File: config.mk
export PLATFORM = sky130hd
export DESIGN_NAME = debug_sba_master
export DESIGN_NICKNAME = d
export VERILOG_FILES = /design/src/rtl/debug_sba_master.sv
export SDC_FILE = /design/constraint.sdc
export NUM_CORES = 1
export LEC_CHECK = 0
export BUFFER_PORTS_ARGS = -buffer_cell sky130_fd_sc_hd__buf_2
export CORE_ASPECT_RATIO = 0.75
export CORE_MARGIN = 2
export CORE_UTILIZATION = 50
export CTS_BUF_LIST = sky130_fd_sc_hd__clkbuf_4 sky130_fd_sc_hd__clkbuf_8
export DETAILED_ROUTE_END_ITERATION = 10
export PLACE_DENSITY = 0.82
export SLEW_MARGIN = 25
export SYNTH_ARGS = -nofsm -noshare
export SYNTH_HDL_FRONTEND = slang
export SYNTH_SLANG_ARGS = --single-unit
File: constraint.sdc
create_clock -name iClk -period 2.37 [get_ports iClk]
set_clock_uncertainty 0.15 [all_clocks]
set_input_delay 0.474 -clock iClk [delete_from_list [all_inputs] [get_ports iClk]]
set_output_delay 0.474 -clock iClk [all_outputs]
set_load 0.01 [all_outputs]
File: src/rtl/debug_sba_master.sv
// System Bus Access engine: runs one checked debug read/write on the core memory bus.
// Optional build macro SBA_TIMEOUT_EN adds a TIMEOUT_CYCLES watchdog on bus transactions.

package debug;
  typedef enum logic [2:0] {
    SBA_8  = 3'd0,
    SBA_16 = 3'd1,
    SBA_32 = 3'd2
  } sbaccess_e;

  typedef enum logic [2:0] {
    SBERR_NONE    = 3'd0,
    SBERR_TIMEOUT = 3'd1,
    SBERR_BADADDR = 3'd2,
    SBERR_ALIGN   = 3'd3,
    SBERR_SIZE    = 3'd4,
    SBERR_OTHER   = 3'd7
  } sberr_e;
endpackage

module debug_sba_master #(
  parameter int unsigned TIMEOUT_CYCLES = 1024
) (
  input  logic              iClk,
  input  logic              iRst_n,
  input  logic [31:0]       sb_iAddr,
  input  logic [31:0]       sb_iData,
  input  logic              sb_iRead,
  input  logic              sb_iWrite,
  input  debug::sbaccess_e  sb_iWidth,
  output logic              sb_oBusy,
  output debug::sberr_e     sb_oErr,
  output logic [31:0]       sb_oData,
  output logic              mem_oValid,
  input  logic              mem_iReady,
  output logic [31:0]       mem_oAddr,
  output logic              mem_oWrite,
  output logic [31:0]       mem_oData,
  output logic [3:0]        mem_oStrb,
  input  logic              mem_iRValid,
  input  logic [31:0]       mem_iRData,
  input  logic              mem_iErr
);
  import debug::*;

  typedef enum logic [1:0] {IDLE, REQ, RESP, DONE} state_e;

  state_e      state_q, state_d;
  logic [31:0] addr_q, wdata_q, rdata_q;
  logic [3:0]  strb_q;
  logic        write_q, early_q;
  sbaccess_e   width_q;
  sberr_e      err_q;

  sberr_e      cmdErr;
  logic        cmdOne, cmdBoth, cmdGo;
  logic [3:0]  laneStrb;
  logic [31:0] laneData, shifted, extracted;
  logic        respTake, handshake, timeoutHit, timeoutFire;

  assign cmdOne    = sb_iRead ^ sb_iWrite;
  assign cmdBoth   = sb_iRead & sb_iWrite;
  assign cmdGo     = (state_q == IDLE) && cmdOne && (cmdErr == SBERR_NONE);
  assign handshake = (state_q == REQ) && mem_iReady;
  assign respTake  = (handshake && mem_iRValid) || ((state_q == RESP) && mem_iRValid);
  assign timeoutFire = timeoutHit && !respTake && !handshake;

  // Width is checked before alignment so an unsupported size never reports ALIGN.
  always_comb begin
    cmdErr = SBERR_NONE;
    case (sb_iWidth)
      SBA_8:   cmdErr = SBERR_NONE;
      SBA_16:  if (sb_iAddr[0]) cmdErr = SBERR_ALIGN;
      SBA_32:  if (sb_iAddr[1:0] != 2'b00) cmdErr = SBERR_ALIGN;
      default: cmdErr = SBERR_SIZE;
    endcase
  end

  always_comb begin
    laneStrb = 4'hF;
    laneData = sb_iData;
    case (sb_iWidth)
      SBA_8: begin
        laneStrb = 4'b0001 << sb_iAddr[1:0];
        laneData = {4{sb_iData[7:0]}};
      end
      SBA_16: begin
        laneStrb = 4'b0011 << sb_iAddr[1:0];
        laneData = {2{sb_iData[15:0]}};
      end
      default: ;
    endcase
  end

  always_comb begin
    shifted   = mem_iRData >> {addr_q[1:0], 3'b000};
    extracted = shifted;
    case (width_q)
      SBA_8:   extracted = {24'h0, shifted[7:0]};
      SBA_16:  extracted = {16'h0, shifted[15:0]};
      default: ;
    endcase
  end

`ifdef SBA_TIMEOUT_EN
  logic [31:0] cnt_q, cnt_d;

  always_comb begin
    cnt_d = cnt_q;
    if (cmdGo) cnt_d = '0;
    else if ((state_q == REQ) || (state_q == RESP)) cnt_d = cnt_q + 32'd1;
  end

  always_ff @(posedge iClk) begin
    if (!iRst_n) cnt_q <= '0;
    else         cnt_q <= cnt_d;
  end

  assign timeoutHit = ((state_q == REQ) || (state_q == RESP)) &&
                      (cnt_q == 32'(TIMEOUT_CYCLES - 1));
`else
  // Without the watchdog the parameter has no effect; the expression is constant zero.
  assign timeoutHit = (TIMEOUT_CYCLES == 32'd0) & 1'b0;
`endif

  always_ff @(posedge iClk) begin
    if (!iRst_n) state_q <= IDLE;
    else         state_q <= state_d;
  end

  always_comb begin
    state_d = state_q;
    unique case (state_q)
      IDLE: begin
        if (cmdBoth)     state_d = DONE;
        else if (cmdOne) state_d = (cmdErr == SBERR_NONE) ? REQ : DONE;
      end
      REQ: begin
        if (handshake)        state_d = mem_iRValid ? DONE : RESP;
        else if (timeoutHit)  state_d = DONE;
      end
      RESP: begin
        if (mem_iRValid || timeoutHit) state_d = DONE;
      end
      DONE: state_d = IDLE;
    endcase
  end

  always_comb begin
    mem_oValid = (state_q == REQ);
    sb_oBusy   = (state_q == REQ) || (state_q == RESP) || ((state_q == DONE) && early_q);
  end

  always_ff @(posedge iClk) begin
    if (!iRst_n) begin
      addr_q  <= '0;
      wdata_q <= '0;
      rdata_q <= '0;
      strb_q  <= '0;
      write_q <= 1'b0;
      early_q <= 1'b0;
      width_q <= SBA_8;
      err_q   <= SBERR_NONE;
    end else begin
      if (state_q == IDLE) begin
        if (cmdBoth) begin
          err_q   <= SBERR_OTHER;
          early_q <= 1'b1;
        end else if (cmdOne) begin
          err_q   <= cmdErr;
          early_q <= (cmdErr != SBERR_NONE);
          if (cmdErr == SBERR_NONE) begin
            addr_q  <= sb_iAddr;
            wdata_q <= laneData;
            strb_q  <= laneStrb;
            write_q <= sb_iWrite;
            width_q <= sb_iWidth;
          end
        end
      end
      if (respTake) begin
        if (mem_iErr)      err_q   <= SBERR_BADADDR;
        else if (!write_q) rdata_q <= extracted;
      end else if (timeoutFire) begin
        err_q <= SBERR_TIMEOUT;
      end
      if (state_q == DONE) early_q <= 1'b0;
    end
  end

  assign sb_oErr    = err_q;
  assign sb_oData   = rdata_q;
  assign mem_oAddr  = {addr_q[31:2], 2'b00};
  assign mem_oWrite = write_q;
  assign mem_oData  = wdata_q;
  assign mem_oStrb  = strb_q;

endmodule

; Word-level counts from Yosys, hierarchy flattened
; Cells that the tools add are included.
[word_totals]
reg_bits = 110
latchBits = 0
ram_bits = 0
mem_bits_ro = 0
in_bits = 106
out_inout_bits = 106
elab_cells = 66
n_memories = 0
[classes]
addsub = 0
multipliers = 0
div_mod_pow = 0
magnitude_cmp = 0
n_eq_ne = 9
shifts = 3
mux = 20
bitwise = 6
reduce_logical = 19
[ops]
columns = cell, n
row1 = one-hot mux 32 bit (2 select lines), 2
row2 = >> shifter 32 x 5 -> 32 bit, 1
row3 = 2-to-1 mux 3 bit, 5
row4 = 2-to-1 mux 2 bit, 7
row5 = zero test 3 bit, 3
row6 = one-hot mux 3 bit (3 select lines), 1
row7 = one-hot mux 2 bit (4 select lines), 1
row8 = one-hot mux 4 bit (2 select lines), 1
row9 = "== test 3 x 1 -> 1 bit, second input constant", 2
row10 = AND reduction 3 bit, 2
row11 = "== test 2 bit, second input constant", 2
row12 = logical AND 1 bit, 4
row13 = NOT 1 bit, 4
row14 = AND reduction 4 bit, 1
row15 = nonzero test 2 bit, 2
row16 = "left shift 1 x 2 -> 4 bit, first input constant", 1
row17 = "left shift 2 x 2 -> 4 bit, first input constant", 1
row18 = "== test 3 x 2 -> 1 bit, second input constant", 1
row19 = logical OR 1 bit, 3
row20 = 2-to-1 mux 1 bit, 3
row21 = "inequality test 3 bit, second input constant", 1
row22 = nonzero test 3 bit, 1
row23 = "== test 2 x 1 -> 1 bit, second input constant", 1
row24 = zero test 2 bit, 1
row25 = other kinds (6), 6

; Logic depth before layout (Yosys ltp)
[logic_depth]
ltp_word = 8
depth_mapped = 9
mapped_depth_nobuf = 6

; Worst setup path before layout
; Ideal clock, no wire load.
[synth_timing]
kind = register to register
startpoint = register state_q[1]
endpoint = register rdata_q[20] (netlist: sb_oData[20])
setup_time_ps = 70
arrival_ps = 1876
required_time_ps = 2150
path_slack_ps = 274
stages_incl_launch_ff = 8
path_buffers = 1
period_less_slack_ps = 2096
path_cell_list = dfxtp_1 -> inv_1 -> ha_1 -> a21oi_2 -> or4b_4 -> buf_6 -> or3_1 -> a21boi_1
[synth_between]
elab_chain_len = 5
elab_cells_between_ends = 7
classes_between = eq/ne (2) / reduce/logical (5)
[synth_lines]
columns = element, line_no
row1 = from (decl), 48  ; state_e state_q, state_d;
row2 = from (signal assigned), 128  ; else state_q <= state_d;
row3 = == test 2 x 1 -> 1 bit, n/a
row4 = via mem_oValid, 34  ; output logic mem_oValid,
row5 = logical AND 1 bit, 64  ; assign handshake = (state_q == REQ) && mem_iReady;
row6 = logical AND 1 bit, 65  ; assign respTake = (handshake && mem_iRValid) || ((state_q == RESP) && mem_iRValid);
row7 = logical OR 1 bit, 65
row8 = AND reduction 3 bit (no line), n/a
row9 = to (signal assigned), 183  ; else if (!write_q) rdata_q <= extracted;
row10 = to (decl), 49  ; logic [31:0] addr_q, wdata_q, rdata_q;
; The timed path passes the listed nets, and every way through them passes these cells.
; A chain may end at the register's enable or synchronous reset.

; Final worst setup path
[layout_timing]
startpoint = register state_q[1]
endpoint = register rdata_q[17] (netlist: sb_oData[17])
[layout_between]
elab_chain_len = 5
elab_cells_between_ends = 7
classes_between = eq/ne (2) / reduce/logical (5)
[layout_lines]
columns = element, line_no
row1 = == test 2 x 1 -> 1 bit, 64
row2 = logical AND 1 bit, 64
row3 = logical AND 1 bit, 65
row4 = logical OR 1 bit (*), 65
row5 = AND reduction 3 bit (no line) (*), n/a
; Mark *: on every way between the ends. The rest lies on a longest branch, timed or not.

==> impl_metrics.env <==
export IMPL_status="complete, no violations"
export IMPL_avgViaCountPerCell=5.35
export IMPL_min_from="sb_iAddr[29]"
export IMPL_h_tree_depth=3
export IMPL_synth_seq_cells=110
export IMPL_initial_core_util_pct=51.2
export IMPL_drt_first_pass_iters=5
export IMPL_synth_edf_count=0
export IMPL_die_y_um=92.8
export IMPL_synth_flop_cell="dfxtp_1"
export IMPL_cts_sinks=110
export IMPL_synth_distinct_cells=48
export IMPL_ys_top_cells_by_area="dfxtp_1, nand2_1, a21boi_0"
export IMPL_grt_antenna_before_repair=0
export IMPL_grt_pass1_vias=4730
export IMPL_overflow=0
export IMPL_gr_usage_all_layers_pct=24.9
export IMPL_total_leakage_power_nw=2.90
export IMPL_cts_buffer_depth=2
export IMPL_fin_setup_tns_ns=0
export IMPL_cts_root_buffer="clkbuf_8"
export IMPL_rr_startpoint="state_q[1]"
export IMPL_syn_inst=607
export IMPL_crit_start="state_q[1]"
export IMPL_postPlaceCellArea_mm2=0.00622
export IMPL_wl_per_cell_um=15.9
export IMPL_place_congestion=0.920
export IMPL_rsz0062_at_grt="no"
export IMPL_drt_iter0_drc=328
export IMPL_synth_warnings=0
export IMPL_worstPathArrival_ns=2.36
export IMPL_drv_cap=0
export IMPL_slowest_stage="or4b_4"
export IMPL_reg2reg_slack_ns=0.15
export IMPL_grt_util_met3_pct=5.91
export IMPL_path_clk_slew_ns=0.10
export IMPL_core_area_mm2=0.0102
export IMPL_cp_buffers_inverters=1
export IMPL_die_w_um=122
export IMPL_required_ns=2.51
export IMPL_diodes=0
export IMPL_whs_ns=0.194
export IMPL_mostFrequentLayoutCell="buf_2"
export IMPL_cts_tree="yes"
export IMPL_synthArstFlopShare_pct=0
export IMPL_min_period_ns=2.22
export IMPL_drive_gt1_share_pct=34.5
export IMPL_timing_final_crit_share_pct=93.7
export IMPL_final_hold_viol_count=0
export IMPL_slowest_delay_ns=0.61
export IMPL_worst_setup_path_type="register to register"
export IMPL_endpoint_kind="register"
export IMPL_relSlewSlack_pct=53.4
export IMPL_finalMaxSlewViolations=0
export IMPL_start_kind="register"
export IMPL_grt_max_degree=48
export IMPL_fin_area_mm2=0.00644
export IMPL_mostFrequentLayoutCells="buf_2, nand2_1, dfxtp_1, a21boi_0, mux2i_1"
export IMPL_rows=32
export IMPL_grt_met2_usage_pct=41.2
export IMPL_area_growth_syn_to_layout_pct=22.6
export IMPL_setup_violations=0
export IMPL_vias=4887
export IMPL_hpwl_um=10800
export IMPL_ys_seq_area_share_pct=41.9
export IMPL_numCtsBuffers=9
export IMPL_crit_fanout=9
export IMPL_wirelength_um=14600
export IMPL_grt_first_pass_wirelength_um=22400
export IMPL_nets=884
export IMPL_hold_path_class="primary input to register"
export IMPL_use_met1_pct=31.3
export IMPL_drtAntennaViolNets=0
export IMPL_clk_latency_ns=0.37
export IMPL_syn_area_mm2=0.00525
export IMPL_powerDensity_mw_per_mm2=667
export IMPL_port_buffers=209
export IMPL_worstMarginPinSlew_ns=0.697
export IMPL_cp_top_family="simple AND/OR/NAND/NOR gates"
export IMPL_drc=0
export IMPL_timing_fmax_mhz=450
export IMPL_vdd_drop_max_mv=0.369
export IMPL_cp_cell_sequence="inv_1, ha_2, a21oi_2, or4b_4, or3_1, a21boi_0"
export IMPL_die_area_mm2=0.0113
export IMPL_top_usage_layer="met2"
export IMPL_num_io_pins=212
export IMPL_synth_top_cell_area_share_pct=41.9
export IMPL_yosysTopAreaCell="dfxtp_1"
export IMPL_avgSynthCellArea_um2=8.65
state kept, by name, summed over array words and instances (netlist names):
register	count
width_q	3
addr_q	32
sb_oData	32
mem_oWrite	1
mem_oStrb	4
state_q	2
sb_oErr	3
mem_oData	32
early_q	1
report_power, final:
part | switching, W | internal [W] | leakage [nW]
Combinational | 0.000635 | 0.000458 | 1.92
Sequential | 0.0000805 | 0.00198 | 0.891
Clock | 0.000635 | 0.000506 | 0.0925
Total | 0.00135 | 0.00294 | 2.90
what timing repair did:
action / 4_1_cts / 5_1_grt
buffers inserted: 0 / 0
setup endpoints to repair: 0 / 14
hold buffers: 0 / 0
gates resized for setup: 0 / 1
per-layer routing:
metal,share of wire [%],vias up,wire length (µm)
met5,0,-,0
met3,8.1,37,1180
met4,3.0,0,439
met2,47,195,6780
li1,-,2400,-
met1,42,2255,6150
path summary, 6_finish.rpt:
path                                endpoint  depth (start not counted)
worst max-delay path            sb_oData[17]                          6
worst min-delay path              addr_q[29]                          3
worst max register to register  sb_oData[17]                          6
worst min register to register  sb_oData[16]                          2
synth_stat cells, types with 7 or more instances:
master,instances
o21ai_0,24
mux2_2,13
or3_1,9
o211ai_1,15
nor2b_1,7
mux2i_1,28
o211a_1,11
nor2_1,8
nand3_1,11
dfxtp_1,110
nand2_1,153
a21boi_0,65
clkbuf_1,22
a22o_1,8
a21oi_1,11
inv_1,11
buf_4,32
buf_2,19
worst register-to-register path, cell delays in order (launching register included):
cell	delay, ns
dfxtp_1	0.35
inv_1	0.11
ha_2	0.22
a21oi_2	0.11
or4b_4	0.61
or3_1	0.40
a21boi_0	0.20
kinds of logic after synthesis:
group	Yosys count	synth area share [%]
compound gates	160	22.6
xor+xnor	1	0.167
fa+ha+maj	6	1.43
buf+inv	86	9.03
flops	110	41.9
mux	41	8.12
other cells	1	0.0714
simple gates	202	16.6
metrics by stage:
step	power (W)	utilization, %	instances	worst slack (ns)
after global routing	0.00452	62.8	913	0.0390
final	0.00430	62.8	913	0.149
after global placement	0.00311	60.6	895	0.191
after detailed placement	0.00316	60.6	895	0.0752
after floorplan	0.00278	-	608	0.274
after CTS	0.00429	62.6	911	0.0279
area by class of cell:
type                            instances  area [µm²]
Inverter                               11        41.3
Clock inverter                          6        70.1
Tap cell                              136         170
Fill cell                             903        3810
Multi-Input combinational cell        414        2610
Timing Repair Buffer                  226        1210
Sequential cell                       110        2200
Clock buffer                           10         131
(Power assumes the default switching activity.)
